--- src/rtl/sc_shiftseq_pkg.sv ---
// sc_shiftseq_pkg -- shared types and constants for the shift sequencer.
// Holds the sequencer state encoding and the 2-bit shift-selection codes
// understood by the downstream shift register.
package sc_shiftseq_pkg;

    typedef enum logic [1:0] {
        ST_IDLE  = 2'd0,
        ST_LOAD  = 2'd1,
        ST_SHIFT = 2'd2,
        ST_DONE  = 2'd3
    } shiftseq_state_t;

    // Shift-selection codes; 2'b11 is never driven.
    localparam logic [1:0] SHIFT_HOLD  = 2'b00;
    localparam logic [1:0] SHIFT_LEFT  = 2'b01;
    localparam logic [1:0] SHIFT_RIGHT = 2'b10;

    // Map the command direction bit (0 = left, 1 = right) onto a shift code.
    function automatic logic [1:0] dirToCode(input logic dir);
        return dir ? SHIFT_RIGHT : SHIFT_LEFT;
    endfunction

endpackage

--- src/rtl/sc_shiftseq_counter.sv ---
// sc_shiftseq_counter -- loadable down-counter with zero flag.
// Counts the remaining single-bit shifts of the current command.
// Decrement never wraps below zero.
module sc_shiftseq_counter #(
    parameter int CounterWIDTH = 4
) (
    input  logic                    clk,
    input  logic                    rst_n,
    input  logic                    load,
    input  logic [CounterWIDTH-1:0] loadValue,
    input  logic                    decrement,
    output logic [CounterWIDTH-1:0] count,
    output logic                    zero
);

    logic [CounterWIDTH-1:0] countReg;

    // Load has priority over decrement; decrement stops at zero.
    always_ff @(posedge clk or negedge rst_n) begin
        if (!rst_n) begin
            countReg <= '0;
        end else if (load) begin
            countReg <= loadValue;
        end else if (decrement && (countReg != '0)) begin
            countReg <= countReg - CounterWIDTH'(1);
        end
    end

    assign count = countReg;
    assign zero  = (countReg == '0);

endmodule

--- src/rtl/sc_shift_sequencer.sv ---
// sc_shift_sequencer -- sequences a downstream shift register through
// LOAD, a counted run of single-bit shifts, and a DONE pulse.
// Optional feature: define SC_SHIFTSEQ_ABORT_EN to add SC_ShiftSEQ_abort_In,
// which forces DONE from LOAD or SHIFT and drops the shift code at once.
// All outputs except cmdReady are registered from the current state, so
// they trail the state register by one edge; cmdReady is decoded directly
// from the state so an accept can happen on the first edge in IDLE.
module sc_shift_sequencer
    import sc_shiftseq_pkg::*;
#(
    parameter int ShiftSEQ_DATAWIDTH  = 8,
    parameter int ShiftSEQ_COUNTWIDTH = 4
) (
    input  logic                           SC_ShiftSEQ_CLOCK_50,
    input  logic                           SC_ShiftSEQ_RESET_InLow,
    input  logic                           SC_ShiftSEQ_cmdValid_In,
    output logic                           SC_ShiftSEQ_cmdReady_Out,
    input  logic                           SC_ShiftSEQ_cmdDir_In,
    input  logic [ShiftSEQ_COUNTWIDTH-1:0] SC_ShiftSEQ_cmdCount_In,
    input  logic [ShiftSEQ_DATAWIDTH-1:0]  SC_ShiftSEQ_cmdData_InBUS,
    output logic [ShiftSEQ_DATAWIDTH-1:0]  SC_ShiftSEQ_data_OutBUS,
    output logic                           SC_ShiftSEQ_load_OutLow,
    output logic [1:0]                     SC_ShiftSEQ_shiftselection_Out,
    output logic                           SC_ShiftSEQ_busy_Out,
    output logic                           SC_ShiftSEQ_done_Out
`ifdef SC_SHIFTSEQ_ABORT_EN
    ,
    input  logic                           SC_ShiftSEQ_abort_In
`endif
);

    shiftseq_state_t                stateReg;
    logic                           dirReg;
    logic [ShiftSEQ_DATAWIDTH-1:0]  dataReg;
    logic [ShiftSEQ_DATAWIDTH-1:0]  dataOutReg;
    logic                           loadNReg;
    logic [1:0]                     selReg;
    logic                           busyReg;
    logic                           doneReg;

    logic                           acceptCmd;
    logic                           countDec;
    logic                           countLast;
    logic                           countZero;
    logic [ShiftSEQ_COUNTWIDTH-1:0] countValue;

    assign SC_ShiftSEQ_cmdReady_Out = (stateReg == ST_IDLE);
    assign acceptCmd = SC_ShiftSEQ_cmdValid_In && SC_ShiftSEQ_cmdReady_Out;
    assign countDec  = (stateReg == ST_SHIFT);
    // The shift now in progress is the last one of the command.
    assign countLast = (countValue == ShiftSEQ_COUNTWIDTH'(1));

`ifdef SC_SHIFTSEQ_ABORT_EN
    logic abortHit;
    assign abortHit = SC_ShiftSEQ_abort_In &&
                      ((stateReg == ST_LOAD) || (stateReg == ST_SHIFT));
`endif

    // The shift count is captured straight into the down-counter on accept.
    sc_shiftseq_counter #(
        .CounterWIDTH(ShiftSEQ_COUNTWIDTH)
    ) u_counter (
        .clk       (SC_ShiftSEQ_CLOCK_50),
        .rst_n     (SC_ShiftSEQ_RESET_InLow),
        .load      (acceptCmd),
        .loadValue (SC_ShiftSEQ_cmdCount_In),
        .decrement (countDec),
        .count     (countValue),
        .zero      (countZero)
    );

    // Sequencer FSM with its registered outputs.
    always_ff @(posedge SC_ShiftSEQ_CLOCK_50 or negedge SC_ShiftSEQ_RESET_InLow) begin
        if (!SC_ShiftSEQ_RESET_InLow) begin
            stateReg   <= ST_IDLE;
            dirReg     <= 1'b0;
            dataReg    <= '0;
            dataOutReg <= '0;
            loadNReg   <= 1'b1;
            selReg     <= SHIFT_HOLD;
            busyReg    <= 1'b0;
            doneReg    <= 1'b0;
        end else begin
            // Outputs present the state held during the cycle just ended.
            loadNReg <= (stateReg != ST_LOAD);
            busyReg  <= (stateReg != ST_IDLE);
            doneReg  <= (stateReg == ST_DONE);
            selReg   <= (stateReg == ST_SHIFT) ? dirToCode(dirReg) : SHIFT_HOLD;
            if (stateReg == ST_LOAD) begin
                dataOutReg <= dataReg;
            end

            case (stateReg)
                ST_IDLE: begin
                    if (acceptCmd) begin
                        dirReg   <= SC_ShiftSEQ_cmdDir_In;
                        dataReg  <= SC_ShiftSEQ_cmdData_InBUS;
                        stateReg <= ST_LOAD;
                    end
                end
                ST_LOAD: begin
                    stateReg <= countZero ? ST_DONE : ST_SHIFT;
                end
                ST_SHIFT: begin
                    if (countLast) begin
                        stateReg <= ST_DONE;
                    end
                end
                ST_DONE: begin
                    stateReg <= ST_IDLE;
                end
                default: begin
                    stateReg <= ST_IDLE;
                end
            endcase

`ifdef SC_SHIFTSEQ_ABORT_EN
            // Abort overrides the normal transition and stops shifting now.
            if (abortHit) begin
                stateReg <= ST_DONE;
                selReg   <= SHIFT_HOLD;
            end
`endif
        end
    end

    assign SC_ShiftSEQ_data_OutBUS        = dataOutReg;
    assign SC_ShiftSEQ_load_OutLow        = loadNReg;
    assign SC_ShiftSEQ_shiftselection_Out = selReg;
    assign SC_ShiftSEQ_busy_Out           = busyReg;
    assign SC_ShiftSEQ_done_Out           = doneReg;

endmodule
--- config.mk ---
export PLATFORM = sky130hd
export DESIGN_NAME = sc_shift_sequencer
export DESIGN_NICKNAME = d
export VERILOG_FILES = /design/src/rtl/sc_shiftseq_pkg.sv /design/src/rtl/sc_shiftseq_counter.sv /design/src/rtl/sc_shift_sequencer.sv
export SDC_FILE = /design/constraint.sdc
export NUM_CORES = 1
export LEC_CHECK = 0
export ABC_AREA = 1
export BUFFER_PORTS_ARGS = -buffer_cell sky130_fd_sc_hd__buf_2
export CAP_MARGIN = 20
export CORE_MARGIN = 1.5
export CORE_UTILIZATION = 30
export CTS_CLUSTER_SIZE = 16
export DETAILED_ROUTE_END_ITERATION = 12
export PLACE_DENSITY = 0.58
export SYNTH_ARGS = -nofsm -noshare
export SYNTH_HDL_FRONTEND = slang
export SYNTH_SLANG_ARGS = --single-unit
--- constraint.sdc ---
create_clock -name SC_ShiftSEQ_CLOCK_50 -period 1.55 [get_ports SC_ShiftSEQ_CLOCK_50]
set_input_delay 0.155 -clock SC_ShiftSEQ_CLOCK_50 [delete_from_list [all_inputs] [get_ports SC_ShiftSEQ_CLOCK_50]]
set_output_delay 0.155 -clock SC_ShiftSEQ_CLOCK_50 [all_outputs]
set_load 0.05 [all_outputs]
==> impl_metrics.json, run 1 <==
{
  "synth_fp_nets": 167,
  "vias": 988,
  "period_needed_ps": 1440,
  "grt_pass1_wl_mm": 4.06,
  "critPathTopFamily": "flip-flops",
  "synth_area_per_cell_um2": 8.58,
  "tns_ps": 0,
  "reg2regPathDepth": 6,
  "dp.cells": 224,
  "instances_no_fill": 231,
  "htreeDepth": 1,
  "synthToLayoutAreaGrowth_pct": 23.2,
  "drt-total-wl_mm": 2.46,
  "final_nets": 204,
  "setup_viol": 0,
  "yosys-top-cells-area": "dfrtp_1 (54%), nand2_1 (22%), ha_1 (6.0%)",
  "diodes": 0,
  "synth_edf_count": 0,
  "rr_startpoint": "stateReg[1]",
  "ys_ff_latch": 28,
  "drt_pass1_iterations": 4,
  "fin_ws_ps": 114,
  "drc_errors": 0,
  "cp-start-kind": "flip-flop",
  "async_reset_ff_frac": 1.00,
  "vias_per_cell": 4.28,
  "slew_headroom": 0.592,
  "first_global_vias": 941,
  "min_to": "dataReg[7]",
  "period_share": 0.926,
  "fin_hold_ws_ps": 75.6,
  "drv_cap": 0,
  "regToRegSetupSlack_ps": 150,
  "start_util": 0.311,
  "ys.flop_type": "dfrtp_1",
  "min-delay-start": "SC_ShiftSEQ_cmdData_InBUS[7]",
  "io_buffers": 29,
  "power_mw": 3.54,
  "crit_path_end_kind": "output port",
  "r2r-end": "u_counter.count[3]",
  "finalHoldViolCount": 0,
  "max_freq_mhz": 697,
  "rows": 23,
  "cp.required_ps": 1390,
  "syn_inst": 145,
  "clock_skew_ps": 5.37,
  "p_leak_nw": 0.875,
  "cts_tree": "built",
  "path_clk_slew_ps": 90,
  "path_class": "reg -> out",
  "yosysMostFrequentCell": "nand2_1",
  "cts_sinks": 28,
  "postRouteAntennaNets": 0,
  "cts-buffers-inserted": 3,
  "rsz0062_at_grt": "no",
  "hold_path.class": "in -> reg",
  "dp_hpwl_mm": 1.84,
  "synth_top_area_cell": "dfrtp_1",
  "peakVddDrop_mv": 0.759,
  "cp_cell_sequence": "inv_1 -> ha_2 -> buf_2",
  "synth.yosys.seq_area_share": 0.564,
  "core-area_mm2": 0.00400,
  "antenna_found_initial": 0,
  "num_io_pins": 30,
  "track_usage": 0.119,
  "arrival_ps": 1280,
  "cts-root-buf": "clkbuf_8",
  "hold_depth": 3,
  "tightestPinTransition_ps": 612,
  "drv_slew": 0,
  "drive_gt1_frac": 0.249,
  "critPathBufInv": 2,
  "yosysUniqueCellTypes": 20,
  "powerDensity_mw_per_mm2": 2310,
  "cts_resized": 0,
  "run_status": "finished, final reports clean",
  "die_area_mm2": 0.00454,
  "clk_latency_ps": 270,
  "grt-ovfl-total": 0,
  "fp.dieH_um": 67.4,
  "yosys-top-cells-count": "nand2_1 (72), dfrtp_1 (27), inv_1 (11)",
  "synth_area_mm2": 0.00124,
  "die_x_um": 67.4,
  "worst-path-max-fanout": 4,
  "wl_per_cell_um": 10.7,
  "slowest_delay_ps": 420,
  "yosys_warnings": 0,
  "synth_top_area_share": 0.543,
  "post-place-ws_ps": 130,
  "first_iter_violations": 36,
  "grt_max_degree": 29,
  "gp_congestion": 0.842,
  "clockBufferDepth": 2,
  "crit_slowest_cell": "dfrtp_1"
}
[power by group]
part / switching [mW] / total [mW] / internal, mW
sequential: 0.181 / 1.26 / 1.08
clock: 0.217 / 0.445 / 0.227
combinational: 1.28 / 1.84 / 0.555
[worst reg2reg max path, cell delays in order (launching register included)]
cell and delay (ps):
dfrtp_1 420, inv_1 110, ha_2 210, nand2_2 130, or2_2 300, nand3_1 80, nand2_1 50
[layer usage]
metal  global-route usage  vias to the layer above  share of wire
met1                0.156                      458           0.47
met4               0.0536                        0          0.017
met5                    0                        -              0
li1                     -                      512              -
met3               0.0117                        4          0.030
met2                0.198                       14           0.49
[layout make-up]
class | count | area, µm²
timing repair buffer | 35 | 193
multi-input combinational | 101 | 472
tap | 50 | 62.6
sequential | 28 | 702
fill | 415 | 2470
clock buffer | 4 | 55.1
inverter | 13 | 48.8
[cell families after synthesis]
logic type	synth area share
buffers and inverters	0.0583
DFF	0.564
and+or+nand+nor	0.285
adders and majority gates	0.0604
AOI/OAI and AO/OA	0.0322
[cell usage in the layout (no fill, tap or decap), drive strengths merged]
master / count
ha: 6
dlygate4sd3: 1
nand2: 73
o21ai: 6
nand4: 1
a21oi: 2
dfrtp: 27
or2: 2
nand3: 8
inv: 12
clkbuf: 4
nor2: 3
clkinv: 1
buf: 34
dfstp: 1
[sequential cells by signal, summed over array words and instances, names as in the netlist]
register	count
dirReg	1
SC_ShiftSEQ_done_Out	1
u_counter.count	4
dataReg	8
SC_ShiftSEQ_load_OutLow	1
stateReg	2
SC_ShiftSEQ_shiftselection_Out	2
SC_ShiftSEQ_data_OutBUS	8
SC_ShiftSEQ_busy_Out	1
[how the worst max path moves through the flow]
stage / cells past startpoint / end / startpoint
5_1_grt: 6 / u_counter.count[2] / stateReg[1]
3_3_place_gp: 6 / u_counter.count[2] / stateReg[0]
4_1_cts: 3 / SC_ShiftSEQ_cmdReady_Out / stateReg[1]
6_report: 3 / SC_ShiftSEQ_cmdReady_Out / stateReg[1]
3_5_place_dp: 6 / u_counter.count[2] / stateReg[0]
2_1_floorplan: 6 / u_counter.count[3] / stateReg[0]
[metrics by stage]
step	area [µm²]	utilization
after floorplan	1250	-
after global placement	1450	0.363
final	1530	0.383
after global routing	1530	0.383
after CTS	1520	0.379
after detailed placement	1450	0.363
[what timing repair did]
action                                  CTS  global route
endpoints found under the hold margin    27             0
hold buffers                              1             0
buffers inserted                          0             2
endpoints found under the setup margin    0             2
Note: power is estimated with default switching activity, not from simulation.
==> run 2, diff against run 1 <==
Settings changed: SETUP_SLACK_MARGIN set to 0.3, SLEW_MARGIN set to 25.
==> impl_metrics.json, run 2 (synthesis results as in run 1) <==
{
  "p_clk_frac": 0.141,
  "cp.required_ps": 1390,
  "core-area_mm2": 0.00400,
  "dpl-instance-area_mm2": 0.00146,
  "cp_cell_sequence": "inv_2 -> ha_4 -> buf_8",
  "drv_cap": 0,
  "swShare": 0.455,
  "rsz0062_at_grt": "yes",
  "clk_latency_ps": 270,
  "final_common_cell": "nand2_1",
  "drive_gt1_frac": 0.355,
  "clockBufferDepth": 2,
  "comb_power_share": 0.549,
  "drt-total-wl_mm": 2.64,
  "max_freq_mhz": 760,
  "die_x_um": 67.4,
  "final_nets": 209,
  "vias_per_cell": 4.36,
  "cts-root-buf": "clkbuf_8",
  "antenna_found_initial": 0,
  "diodes": 0,
  "fillers": 401,
  "path_clk_slew_ps": 100,
  "grt_pass1_wl_mm": 4.24,
  "grt_max_degree": 29,
  "cp-start-kind": "flip-flop",
  "period_needed_ps": 1320,
  "wl_per_cell_um": 11.2,
  "num_io_pins": 30,
  "peakVddDrop_mv": 0.866,
  "r2r-end": "u_counter.count[0]",
  "worst-path-max-fanout": 4,
  "switchingPower_mw": 1.86,
  "first_global_vias": 964,
  "dp_hpwl_mm": 1.80,
  "cts_sinks": 28,
  "drc_errors": 0,
  "path_class": "reg -> out",
  "regToRegSetupSlack_ps": 270,
  "reg2regPathDepth": 8,
  "die_area_mm2": 0.00454,
  "setup_viol": 0,
  "clock_skew_ps": 1.57,
  "htreeDepth": 1,
  "rows": 23,
  "io_buffers": 29,
  "crit_slowest_cell": "dfrtp_1",
  "first_iter_violations": 56,
  "min-delay-start": "SC_ShiftSEQ_cmdData_InBUS[4]",
  "hold_path.class": "in -> reg",
  "hold_depth": 3,
  "p_leak_nw": 0.925,
  "postRouteAntennaNets": 0,
  "powerDensity_mw_per_mm2": 2420,
  "cts-buffers-inserted": 3,
  "drt_pass1_iterations": 5,
  "arrival_ps": 1160,
  "rr_startpoint": "stateReg[0]",
  "synthToLayoutAreaGrowth_pct": 36.1,
  "power_mw": 4.09,
  "min_to": "dataReg[4]",
  "tns_ps": 0,
  "start_util": 0.311,
  "finalHoldViolCount": 0,
  "crit_path_end_kind": "output port",
  "grt-ovfl-total": 0,
  "vias": 1028,
  "gp_congestion": 0.848,
  "seqPwrFrac": 0.310,
  "slew_headroom": 0.576,
  "period_share": 0.849,
  "run_status": "finished, final reports clean",
  "finalInstanceArea_mm2": 0.00169,
  "track_usage": 0.126,
  "drv_slew": 0,
  "cts_tree": "built",
  "fp.dieH_um": 67.4,
  "layout_common_cells": "nand2_1 (69), dfrtp_1 (27), buf_2 (27)",
  "tightestPinTransition_ps": 635,
  "slowest_delay_ps": 430,
  "cell_internal_pwr_mw": 2.23
}
run 2: cell types whose count changed in the layout (fill, tap and decap cells not counted), moves of 3 or more:
cell,before,now
inv_1,11,6
buf_4,5,10
nand3_2,1,5
nand3_1,7,3
inv_2,1,5
nand2_1,72,69
run 2: area by class of cell:
cell class | instances | area, µm² | area share
timing repair buffer | 40 | 243 | 0.143
inverter | 13 | 62.6 | 0.0370
multi-input combinational | 101 | 552 | 0.326
tap | 50 | 62.6 | 0.0370
clock inverter | 1 | 30.0 | 0.0177
clock buffer | 3 | 41.3 | 0.0244
sequential | 28 | 702 | 0.415
run 2: timing repair:
action                                 4_1_cts  5_1_grt
endpoints found under the hold margin       27        0
hold buffers                                 1        0
setup buffers                                3        6
setup endpoints to repair                   13       13
pin swaps                                    2        4
gates resized for setup                     10       13
run 2: layer usage:
layer | routed length, µm | GRT usage
met4 | 27 | 0.0383
met1 | 1210 | 0.159
met3 | 113 | 0.0367
met5 | 0 | 0
met2 | 1290 | 0.208
run 2: critical path: cells and delay by family (launching register included):
| kind | cells | cell delay, ps |
|---|---|---|
| fa+ha+maj | 1 | 190 |
| buf+inv | 2 | 270 |
| flops | 1 | 430 |
run 2: metrics by stage:
step / utilization / std cells / hold WS, ps / setup WS (ps)
2_1_floorplan: - / 145 / -141 / 259
3_3_place_gp: 0.366 / 222 / 209 / 244
3_5_place_dp: 0.366 / 222 / 215 / 153
4_1_cts: 0.402 / 230 / 70.8 / 254
5_1_grt: 0.423 / 236 / 68.9 / 181
6_report: 0.423 / 236 / 71.9 / 234
run 2: worst max-delay path by stage:
stage / depth (start not counted) / end / from
6_report: 3 / SC_ShiftSEQ_cmdReady_Out / stateReg[0]
5_1_grt: 3 / SC_ShiftSEQ_cmdReady_Out / stateReg[0]
4_1_cts: 3 / SC_ShiftSEQ_cmdReady_Out / stateReg[0]
3_5_place_dp: 6 / u_counter.count[2] / stateReg[0]
3_3_place_gp: 7 / u_counter.count[1] / u_counter.count[0]
2_1_floorplan: 6 / stateReg[1] / stateReg[1]
run 2: power by group through the flow:
stage	clock network, mW	registers, mW	logic, mW
after global routing	0.627	1.31	2.50
final	0.577	1.27	2.25
after floorplan	0	1.74	1.00
after detailed placement	0	1.28	1.85
after global placement	0	1.27	1.84
after CTS	0.585	1.26	2.03
